==> src/rtl/fma_write_buffer.sv <==
// Packs per-beat FMA result words into memory-line-wide words held in two
// ping-pong slots, and presents each completed line with a valid/ack handshake.
module fma_write_buffer #(
  parameter int FMA_COUNT  = 2,
  parameter int WORD_WIDTH = 16,
  parameter int PHRASES    = 3,
  parameter int LINE_WIDTH = 96
) (
  input  logic                            clk_in,
  input  logic                            rst_n_in,
  input  logic [FMA_COUNT*WORD_WIDTH-1:0] fma_c_in,
  input  logic [FMA_COUNT-1:0]            fma_valid_in,
  input  logic                            flush_in,
  input  logic                            line_ack_in,
  output logic [LINE_WIDTH-1:0]           line_out,
  output logic                            line_valid_out,
  output logic [1:0]                      lines_pending_out,
  output logic                            overflow_out,
  output logic                            error_out
);

  localparam int PHRASE_WIDTH = FMA_COUNT * WORD_WIDTH;
  localparam int CNT_WIDTH    = $clog2(PHRASES + 1);
  localparam logic [CNT_WIDTH-1:0] LAST_CNT = CNT_WIDTH'(PHRASES);

  logic [LINE_WIDTH-1:0] slot_data [2];
  logic [LINE_WIDTH-1:0] data_nxt  [2];
  logic [1:0]            slot_full;
  logic [1:0]            full_nxt;
  logic                  wr_ptr, wr_nxt;
  logic                  rd_ptr, rd_nxt;
  logic [CNT_WIDTH-1:0]  cnt, cnt_nxt;
  logic                  ack_fire;
  logic                  beat_ok;
  logic                  beat_partial;
  logic                  drop;
  logic [LINE_WIDTH-1:0] out_nxt;
  logic                  valid_nxt;
  logic [1:0]            pending_nxt;

  // The ack is applied before the beat so a freed slot can absorb a beat in the
  // same cycle; the output register sees post-ack state but pre-fill state,
  // which gives the one-cycle completion latency and back-to-back lines.
  always_comb begin
    ack_fire     = line_ack_in && line_valid_out;
    beat_ok      = &fma_valid_in;
    beat_partial = (|fma_valid_in) && !beat_ok;
    data_nxt     = slot_data;
    full_nxt     = slot_full;
    wr_nxt       = wr_ptr;
    rd_nxt       = rd_ptr;
    cnt_nxt      = cnt;
    drop         = 1'b0;

    if (ack_fire) begin
      full_nxt[rd_ptr] = 1'b0;
      data_nxt[rd_ptr] = '0;
      rd_nxt           = ~rd_ptr;
    end

    out_nxt   = data_nxt[rd_nxt];
    valid_nxt = full_nxt[rd_nxt];

    if (beat_ok) begin
      if (full_nxt[wr_ptr]) begin
        drop = 1'b1;
      end else begin
        for (int p = 0; p < PHRASES; p++) begin
          if (cnt == CNT_WIDTH'(p)) begin
            data_nxt[wr_ptr][p*PHRASE_WIDTH +: PHRASE_WIDTH] = fma_c_in;
          end
        end
        cnt_nxt = cnt + CNT_WIDTH'(1);
      end
    end

    if ((cnt_nxt == LAST_CNT) || (flush_in && (cnt_nxt != '0))) begin
      full_nxt[wr_ptr] = 1'b1;
      cnt_nxt          = '0;
      wr_nxt           = ~wr_ptr;
    end

    pending_nxt = {1'b0, full_nxt[0]} + {1'b0, full_nxt[1]};
  end

  always_ff @(posedge clk_in or negedge rst_n_in) begin
    if (!rst_n_in) begin
      slot_data[0]      <= '0;
      slot_data[1]      <= '0;
      slot_full         <= '0;
      wr_ptr            <= 1'b0;
      rd_ptr            <= 1'b0;
      cnt               <= '0;
      line_out          <= '0;
      line_valid_out    <= 1'b0;
      lines_pending_out <= '0;
      overflow_out      <= 1'b0;
      error_out         <= 1'b0;
    end else begin
      slot_data[0]      <= data_nxt[0];
      slot_data[1]      <= data_nxt[1];
      slot_full         <= full_nxt;
      wr_ptr            <= wr_nxt;
      rd_ptr            <= rd_nxt;
      cnt               <= cnt_nxt;
      line_out          <= out_nxt;
      line_valid_out    <= valid_nxt;
      lines_pending_out <= pending_nxt;
      if (drop) begin
        overflow_out <= 1'b1;
      end
      if (beat_partial) begin
        error_out <= 1'b1;
      end
    end
  end

endmodule

==> config.mk <==
export PLATFORM = sky130hd
export DESIGN_NAME = fma_write_buffer
export DESIGN_NICKNAME = d
export VERILOG_FILES = /design/src/rtl/fma_write_buffer.sv
export SDC_FILE = /design/constraint.sdc
export NUM_CORES = 1
export LEC_CHECK = 0
export CORE_UTILIZATION = 50
export DETAILED_ROUTE_END_ITERATION = 10
export GPL_TIMING_DRIVEN = 0
export HOLD_SLACK_MARGIN = 0.02
export MAX_ROUTING_LAYER = met4
export PLACE_DENSITY = 0.76
export SYNTH_ARGS = -nofsm -noshare
export SYNTH_HDL_FRONTEND = slang
export SYNTH_SLANG_ARGS = --single-unit
export TNS_END_PERCENT = 5
==> constraint.sdc <==
create_clock -name clk_in -period 2.12 [get_ports clk_in]
set_input_delay 0.424 -clock clk_in [delete_from_list [all_inputs] [get_ports clk_in]]
set_output_delay 0.424 -clock clk_in [all_outputs]
set_load 0.005 [all_outputs]
### Word level (Yosys, flattened, before mapping)

Index checks and enable logic that the tools add are counted.

| word-level totals | value |
|---|---|
| bits in registers | 299 |
| input port bits | 38 |
| word-level logic and storage cells | 89 |

| cells by class | value |
|---|---|
| $add $sub $neg | 2 |
| magnitude comparators | 10 |
| equal/unequal tests | 3 |
| mux-type cells | 40 |
| bitwise gates (word level) | 10 |
| reductions and logical operators | 13 |

Operator list:

| cell | number |
|---|---|
| 192-bit two-way mux | 10 |
| 192-bit bitwise mux | 3 |
| 96-bit two-way mux | 5 |
| 96-bit demux with 1-bit select | 4 |
| 192-bit AND | 1 |
| 192-bit NOT | 1 |
| 64-bit two-way mux | 1 |
| 32-bit two-way mux | 1 |
| 2-bit two-way mux | 5 |
| 1-bit two-way mux | 9 |
| 1-bit logical AND | 7 |
| 2-bit greater-or-equal comparator (second input constant) | 3 |
| 1-bit by 2-bit less-than comparator with 1-bit output (second input constant) | 3 |
| 1-bit NOT with 2-bit output | 3 |
| 2-bit equality test (second input constant) | 2 |
| 2-bit by 1-bit less-than comparator with 1-bit output (second input constant) | 2 |
| 1-bit by 1-bit adder with 2-bit output | 1 |
| 2-bit by 1-bit adder with 2-bit output (second input constant) | 1 |
| 2-bit AND | 1 |
| 1-bit demux with 1-bit select | 2 |
| 2-bit by 1-bit equality test with 1-bit output (second input constant) | 1 |
| 1-bit greater-or-equal comparator (second input constant) | 2 |
| 2-bit zero test | 1 |
| 1-bit NOT | 2 |
| other kinds (7) | 7 |

### Depth between registers and ports, before layout

Gate-level depths: netlist (run 1).

| logic depth | value |
|---|---|
| depth after elaboration | 20 |
| mapped depth | 9 |

### Worst setup path before layout (run 1)

Ideal clock, no wire load.

| timing path | value |
|---|---|
| path kind | register to register |
| from | register cnt[0] |
| to | register lines_pending_out[0] |
| data arrival time | 2.090 ns |
| slack | -0.096 ns |
| cell stages (with the launch flop) | 9 |
| clock period less this slack | 2.216 ns |
| path through | dfrtp_1 clkbuf_1 inv_1 ha_1 or2_2 a221o_1 o211ai_1 o21ai_0 ha_1 |

| between the ends | value |
|---|---|
| word-level cells in the longest chain between the ends | 8 |
| elaborated cells on any way between the ends | 9 |

Ends and longest elaborated chain:

| what | RTL line | source |
|---|---|---|
| start: declaration | 32 | `logic [CNT_WIDTH-1:0] cnt, cnt_nxt;` |
| start signal: assignment | 105 | `cnt <= cnt_nxt;` |
| 2-bit by 1-bit adder with 2-bit output | 73 | `cnt_nxt = cnt + CNT_WIDTH'(1);` |
| 2-bit two-way mux | 65 | `if (full_nxt[wr_ptr]) begin` |
| 2-bit two-way mux * | 64 | `if (beat_ok) begin` |
| 2-bit nonzero test | 77 | `if ((cnt_nxt == LAST_CNT) \|\| (flush_in && (cnt_nxt != '0))) begin` |
| 1-bit logical AND | 77 |  |
| 1-bit logical OR * | 77 |  |
| 2-bit two-way mux * | 77 |  |
| via full_nxt[0] | 29 | `logic [1:0] full_nxt;` |
| 1-bit by 1-bit adder with 2-bit output * | 83 | `pending_nxt = {1'b0, full_nxt[0]} + {1'b0, full_nxt[1]};` |
| via pending_nxt[0] | 39 | `logic [1:0] pending_nxt;` |
| end signal: assignment | 108 | `lines_pending_out <= pending_nxt;` |
| end: declaration | 17 | `output logic [1:0] lines_pending_out,` |

Mark *: on every way through the listed nets, which the timed path passes. The rest lies on a longest branch.
A chain may end at the register's enable or synchronous reset.

### Worst setup path after layout (run 1)

Ends and elaborated chain as after synthesis.

==> run summary, run 1 <==
status - finished clean
power per standard cell area - 1210 nW/um^2
P_leak - 7.03 nW
dpl cells - 1,549
total power - 17.7 mW
CP Data Arrival Time - 2510 ps
die area - 23,900 um^2
ratio of cells with drive above 1 in the final layout - 15.1%
max cap viols - 0
non-filler instance count after layout - 1,610
clk slew on worst S/H paths - 60 ps
Die Ht - 155 um
RSZ-0062 raised after global routing - true
met3 Track Usage GR - 3.70%
clock sink count - 299
DR WL/cell - 18.1 um
core area - 22,800 um^2
GR Layer Usage met1 - 34.9%
Post-synth top cells - nand2_1 (393), dfrtp_1 (299), o21ai_0 (99)
initial antenna violation count - 0
gr usage total - 25.4%
Achievable Freq - 0.480 GHz
DRT iter0 DRCs - 742
Worst Setup End Kind - register
yosys synthesis warning count - 0
Setup WS post-layout - 38.7 ps
Final Hold Viols - 0
Synth area leader - dfrtp_1
clock tree from TritonCTS - yes
share of the synthesized area in the top cell type - 64.2%
most frequent cell after synthesis - nand2_1
crit start category - register
WP data required - 2550 ps
largest cells by area after synthesis - dfrtp_1 (64%), nand2_1 (13%), mux2_2 (7.6%), o21ai_0 (4.2%), nand3_1 (2.8%)
IO buf count - 138
placed inst area - 13,500 um^2
Cells after Synth - 1,096
CTS buffer count - 30
area grow syn2layout - 25.2%
Post-Route WL - 29,100 um
largest net degree at the start of global routing - 128
post-synthesis async set-or-reset flop share - 100%
Synth Flop Type - dfrtp_1
Ant. Diodes - 0
max-slew violations - 0
H-tree depth - 1
Worst Hold Class - input pin to async pin
final setup fails - 0
layer with the highest usage - met2
Die W - 155 um
Avg Inst Size Synth - 10.6 um^2
DRC violations left - 0
Seq/Total Area, Yosys - 64.2%
worst r2r dst - lines_pending_out[0]
number of vias per cell - 5.31
total number of vias - 8,551
vias in the first global route - 8,465
number of distinct library cells after synthesis - 28
first-pass GRT wire length - 45,900 um
Setup WS pre-CTS - -688 ps
CTS root buffer - clkbuf_16
I/O Pins - 139
VDD IR max - 0.722 mV
Worst Reg2Reg Path Length in Cells - 8
Clock Path Buffers - 3
Routed Antenna Nets - 0
Tmin final - 2080 ps
kind of critical path - register to register
cell area after layout - 14,600 um^2
HPWL after DPL - 19,500 um
Crit Path Max Fanout - 8
Reg2Reg Setup Slack - 40 ps
synthesized area - 11,700 um^2
post-synth net total - 1,139
GR Overflow Total - 0
# rows - 55
Initial Utilization - 51.2%
R2R Path Start - cnt[0]
final period utilization - 98.2%
Worst Tran Pin Value - 630 ps
grt met2 use - 39.6%
GPL Wtd Cong - 0.840
Clock Latency Late Sink - 550 ps
clk_skew - 10.2 ps
Pre-Repair DR Iteration Count - 5
Setup Total Neg Slack - 0 ps
Fillers - 1,729
flops & latches, synth - 299
Rel. slew slack - 58.0%
number of synthesized flops with an enable pin - 0
final-stage net count - 1,317
## worst max-delay path, stage by stage (launching register included)
cell and delay, ps:
dfrtp_1 400, buf_8 140, inv_4 70, ha_4 210
or2_2 290, a221o_1 300, o211ai_1 130, o21ai_1 140
ha_1 280
## cells in the final DEF (no fill, tap or decap), types with 2 or more instances in the layout
cell and count:
clkbuf_8 5, nand2_1 393, mux2_1 18, and2_1 3, nand4_1 3, or2_2 2
mux2_2 79, clkdlybuf4s50_1 137, nand3_1 66, inv_1 3, dfrtp_1 298, and4_1 3
buf_4 16, buf_16 2, o21ai_0 97, bufinv_16 2, clkbuf_16 31, buf_2 34
clkbuf_2 3, clkbuf_1 31, clkinv_2 6, ha_1 3, o21ai_1 33, buf_8 2
a21oi_1 3, clkinvlp_4 2
## through the flow
| stage | hold WS, ps | utilization [%] |
|---|---|---|
| floorplan | 128 | - |
| global placement | 461 | 59.0 |
| detailed placement | 358 | 59.2 |
| CTS | 372 | 63.8 |
| global route | 383 | 64.1 |
| finish | 367 | 64.1 |
## worst max path at each step
stage                           start  slack, ps              endpoint  cells past startpoint
after floorplan                cnt[0]          4  lines_pending_out[0]                      8
after global placement       rst_n_in     -11990          line_out[53]                      1
after detailed placement  line_ack_in       -690          line_out[79]                      6
after CTS                      cnt[0]        -20  lines_pending_out[0]                      8
after global routing           cnt[0]        -70  lines_pending_out[0]                      8
final                          cnt[0]         40  lines_pending_out[0]                      8
## cells by family after synthesis
group / share of synthesized area [%]
muxes: 9.37
AOI/OAI and AO/OA: 6.13
adders and majority gates: 0.537
DFF: 64.2
xor gates and xnor gates: 0.225
and+or+nand+nor: 16.4
buffers and inverters: 3.19
## area by class of cell
cell class | count | area [um^2] | share of cell area, %
buffer | 72 | 365 | 2.50
clock buffer | 43 | 871 | 5.97
clock inverter | 12 | 123 | 0.840
inverter | 5 | 21.3 | 0.146
tap | 313 | 392 | 2.68
multi-input combinational | 718 | 3830 | 26.3
sequential | 299 | 7480 | 51.3
timing repair buffer | 148 | 1500 | 10.3
## power by group
group	internal, mW	switching, mW
registers	7.00	0.620
logic	2.26	2.53
clock network	3.10	2.18
total	12.4	5.33
## routing by layer
| metal | part of all wire (%) | routed length, um |
|---|---|---|
| met5 | 0 | 0 |
| met4 | 2.3 | 668 |
| met3 | 6.1 | 1760 |
| met2 | 48 | 13900 |
| met1 | 44 | 12700 |
## flip-flops by register name (all words and copies together), names as in the netlist
signal,count
line_valid_out,1
cnt,2
wr_ptr,1
error_out,1
overflow_out,1
slot_full,2
line_out,96
rd_ptr,1
slot_data,192
lines_pending_out,2
## what timing repair did
action | in CTS | in global routing
hold buffers | 1 | 0
hold endpoints to repair | 51 | 0
setup buffers | 0 | 7
gates resized for setup | 10 | 8
setup endpoints to repair | 39 | 156
pin swaps | 2 | 4
Note: power is estimated with default switching activity, not from simulation.
==> inputs of run 2 (changes only) <==
Settings changed: ABC_AREA from default to 1.
==> run summary, run 2 <==
status - finished clean (unchanged)
synthesized area - 11,300 um^2 (was 11,700 um^2)
I/O Pins - 139 (unchanged)
WP data required - 2540 ps (was 2550 ps)
Routed Antenna Nets - 0 (unchanged)
Clock Latency Late Sink - 540 ps (was 550 ps)
max-slew violations - 0 (unchanged)
number of distinct library cells after synthesis - 18 (was 28)
crit start category - input pin (was register)
Pre-Repair DR Iteration Count - 9 (was 5)
Achievable Freq - 0.507 GHz (was 0.480 GHz)
met3 WL - 2500 um (was 1760 um)
Crit path top cell by count - nand2_1
clock sink count - 299 (unchanged)
DRT iter0 DRCs - 973 (was 742)
Initial Utilization - 51.5% (was 51.2%)
P_leak - 6.91 nW (was 7.03 nW)
main combinational cell family by area after synthesis - simple AND/OR/NAND/NOR gates (unchanged)
final setup fails - 0 (unchanged)
setup bufs post-CTS - 0 (unchanged)
most frequent cells in the layout - nand2_1 (310), dfrtp_1 (299), nand3_1 (197), o21ai_1 (195), clkdlybuf4s50_1 (137) (was nand2_1 (393), dfrtp_1 (298), clkdlybuf4s50_1 (137), o21ai_0 (97), mux2_2 (79))
kind of critical path - input pin to register (was register to register)
HPWL after DPL - 20,700 um (was 19,500 um)
worst path bufs/invs - 1 (was 2)
CP Data Arrival Time - 2390 ps (was 2510 ps)
Largest register FFs - 192 (unchanged)
Post-Route WL - 30,000 um (was 29,100 um)
initial antenna violation count - 0 (unchanged)
post-layout util - 64.0% (was 64.1%)
Avg Inst Size Synth - 9.91 um^2 (was 10.6 um^2)
max cap viols - 0 (unchanged)
RSZ-0062 raised after global routing - false (was true)
H-tree depth - 1 (unchanged)
post-synthesis async set-or-reset flop share - 100% (unchanged)
Slowest cell on crit path - clkdlybuf4s50_1 (was dfrtp_1)
clk_skew - 7.64 ps (was 10.2 ps)
DRC violations left - 0 (unchanged)
largest net degree at the start of global routing - 117 (was 128)
core area - 22,000 um^2 (was 22,800 um^2)
Crit path largest cell delay - 570 ps (was 400 ps)
Post-Synth Simple-Gate Area - 20.2% (was 16.4%)
Synth area leader - dfrtp_1 (unchanged)
Final Hold Viols - 0 (unchanged)
total number of vias - 9,044 (was 8,551)
largest registers - slot_data: 192 flops, line_out: 96 flops (unchanged)
Clock Path Buffers - 3 (unchanged)
Worst Setup End Kind - register (unchanged)
power per standard cell area - 1240 nW/um^2 (was 1210 nW/um^2)
mux cell area share after synthesis - 0% (was 9.37%)
Worst Tran Pin Value - 867 ps (was 630 ps)
number of vias per cell - 5.58 (was 5.31)
Worst Hold Class - register to register (was input pin to async pin)
GPL Wtd Cong - 0.840 (about the same)
CP delay by family, top - simple AND/OR/NAND/NOR gates (was compound AO/OA/AOI/OAI gates)
clk slew on worst S/H paths - 60 ps (about the same)
PostCTS Resize Cnt - 0 (was 10)
Seq/Total Area, Yosys - 66.0% (was 64.2%)
DRT met1 WL - 12,200 um (was 12,700 um)
xor/xnor cell area share of the yosys netlist - 0% (was 0.225%)
VDD IR max - 0.643 mV (was 0.722 mV)
first-pass GRT wire length - 48,300 um (was 45,900 um)
Post-synth top cells - nand2_1 (310), dfrtp_1 (299), nand3_1 (197) (was nand2_1 (393), dfrtp_1 (299), o21ai_0 (99))
most common cell after layout, fill and taps aside - nand2_1 (unchanged)
most frequent cell after synthesis - nand2_1 (unchanged)
DR WL/cell - 18.5 um (was 18.1 um)
Tmin final - 1970 ps (was 2080 ps)
Ant. Diodes - 0 (unchanged)
# rows - 54 (was 55)
final-stage net count - 1,360 (was 1,317)
IO buf count - 138 (unchanged)
flops & latches, synth - 299 (unchanged)
CP Cell Sequence - clkdlybuf4s50_1, nand3_2, nand3_1, nand3_1, nand2_1, nand2_1, nand2_1, nand2_1, nand3_1, nand2_1, ha_1 (was buf_8, inv_4, ha_4, or2_2, a221o_1, o211ai_1, o21ai_1, ha_1)
share of the synthesized area in the top cell type - 66.0% (was 64.2%)
largest register by flop count - slot_data (unchanged)
total power - 17.4 mW (was 17.7 mW)
clock tree from TritonCTS - yes (unchanged)
Crit Path Max Fanout - 8 (unchanged)
met2 routed WL - 14,300 um (was 13,900 um)
Die Ht - 153 um (was 155 um)
gr usage total - 27.3% (was 25.4%)
Rel. slew slack - 42.2% (was 58.0%)
Synth Area in Compound Gates - 8.68% (was 6.13%)
Post-Synth Adder-Cell Area - 0.552% (was 0.537%)
Fillers - 1,743 (was 1,729)
Die W - 153 um (was 155 um)
CTS root buffer - clkbuf_16 (unchanged)
area grow syn2layout - 24.3% (was 25.2%)
top routing layer in use - met4 (unchanged)
CTS buffer count - 30 (unchanged)
GR Overflow Total - 0 (unchanged)
die area - 23,300 um^2 (was 23,900 um^2)
Synth Flop Type - dfrtp_1 (unchanged)
post-synth net total - 1,187 (was 1,139)
Hold WS - 467 ps (was 367 ps)
number of synthesized flops with an enable pin - 0 (unchanged)
ratio of cells with drive above 1 in the final layout - 7.99% (was 15.1%)
vias in the first global route - 9,021 (was 8,465)
final period utilization - 93.0% (was 98.2%)
Cells after Synth - 1,144 (was 1,096)
yosys synthesis warning count - 0 (unchanged)
largest cells by area after synthesis - dfrtp_1 (66%), nand2_1 (10%), nand3_1 (8.7%), o21ai_1 (8.6%), buf_2 (2.0%) (was dfrtp_1 (64%), nand2_1 (13%), mux2_2 (7.6%), o21ai_0 (4.2%), nand3_1 (2.8%))
Setup Total Neg Slack - 0 ps (unchanged)
[run 2: cell count changes after synthesis, moves of 5 or more]
cell and delta:
buf_2 +10, o21ai_0 -99, nand2_1 -83, nand3_2 +5
mux2_1 -18, o21ai_1 +164, clkbuf_1 -10, mux2_2 -79
inv_1 +36, buf_4 -8, buf_1 +12, nand3_1 +131
[run 2: kinds of logic after synthesis]
kind of cell | count (synthesis)
adders and majority gates | 5
and+or+nand+nor | 522
buffers and inverters | 122
AOI/OAI and AO/OA | 196
DFF | 299
[run 2: worst reg2reg max path: stages (launching register included)]
cell and delay [ps]:
dfrtp_1 390, inv_1 90, nand3_2 180, nand3_1 230, nand3_1 140, nand2_1 80, nand2_1 80, nand2_1 70
nand2_1 80, nand3_1 110, nand2_1 90, ha_1 300
[run 2: worst paths after layout]
check	from	endpoint	slack [ps]	depth (start not counted)
min	slot_data[10]	line_out[10]	470	2
max in group asynchronous	rst_n_in	line_out[9]	280	4
max reg2reg	rd_ptr	lines_pending_out[0]	150	11
max	line_ack_in	lines_pending_out[0]	150	11
min in group asynchronous	rst_n_in	line_out[16]	530	2
min reg2reg	slot_data[10]	line_out[10]	470	2
[run 2: area by class of cell]
cell class / instances / area, um^2 / area share, %
clock inverters: 9 / 76.3 / 0.542
repair buffers: 141 / 1450 / 10.3
multi-input cells: 723 / 3340 / 23.7
clock buffers: 46 / 872 / 6.19
flip-flops and latches: 299 / 7480 / 53.1
inverters: 44 / 165 / 1.17
well taps: 280 / 350 / 2.49
plain buffers: 78 / 350 / 2.49
[run 2: power by group]
| part | switching [mW] | total [mW] | internal [mW] |
|---|---|---|---|
| clock network | 2.10 | 5.04 | 2.94 |
| registers | 0.640 | 7.68 | 7.04 |
| logic | 2.92 | 4.71 | 1.79 |
| total | 5.66 | 17.4 | 11.8 |
[run 2: metal layers]
metal / GRT usage [%] / vias to the layer above
li1: - / 4139
met1: 36.6 / 4401
met2: 43.3 / 439
met3: 3.36 / 65
met4: 9.09 / 0
met5: - / -
[run 2: per-stage QoR]
| stage | std cells | setup slack, ps | instance area (um^2) |
|---|---|---|---|
| finish | 1620 | 148 | 14100 |
| global route | 1620 | 1.28 | 14100 |
| CTS | 1620 | 153 | 14100 |
| detailed placement | 1564 | -383 | 13100 |
| global placement | 1562 | -11820 | 13100 |
| floorplan | 1144 | 441 | 11300 |
[run 2: repair_timing]
action | 4_1_cts | 5_1_grt
hold buffers | 1 | 0
setup endpoints to repair | 0 | 0
endpoints found under the hold margin | 72 | 0
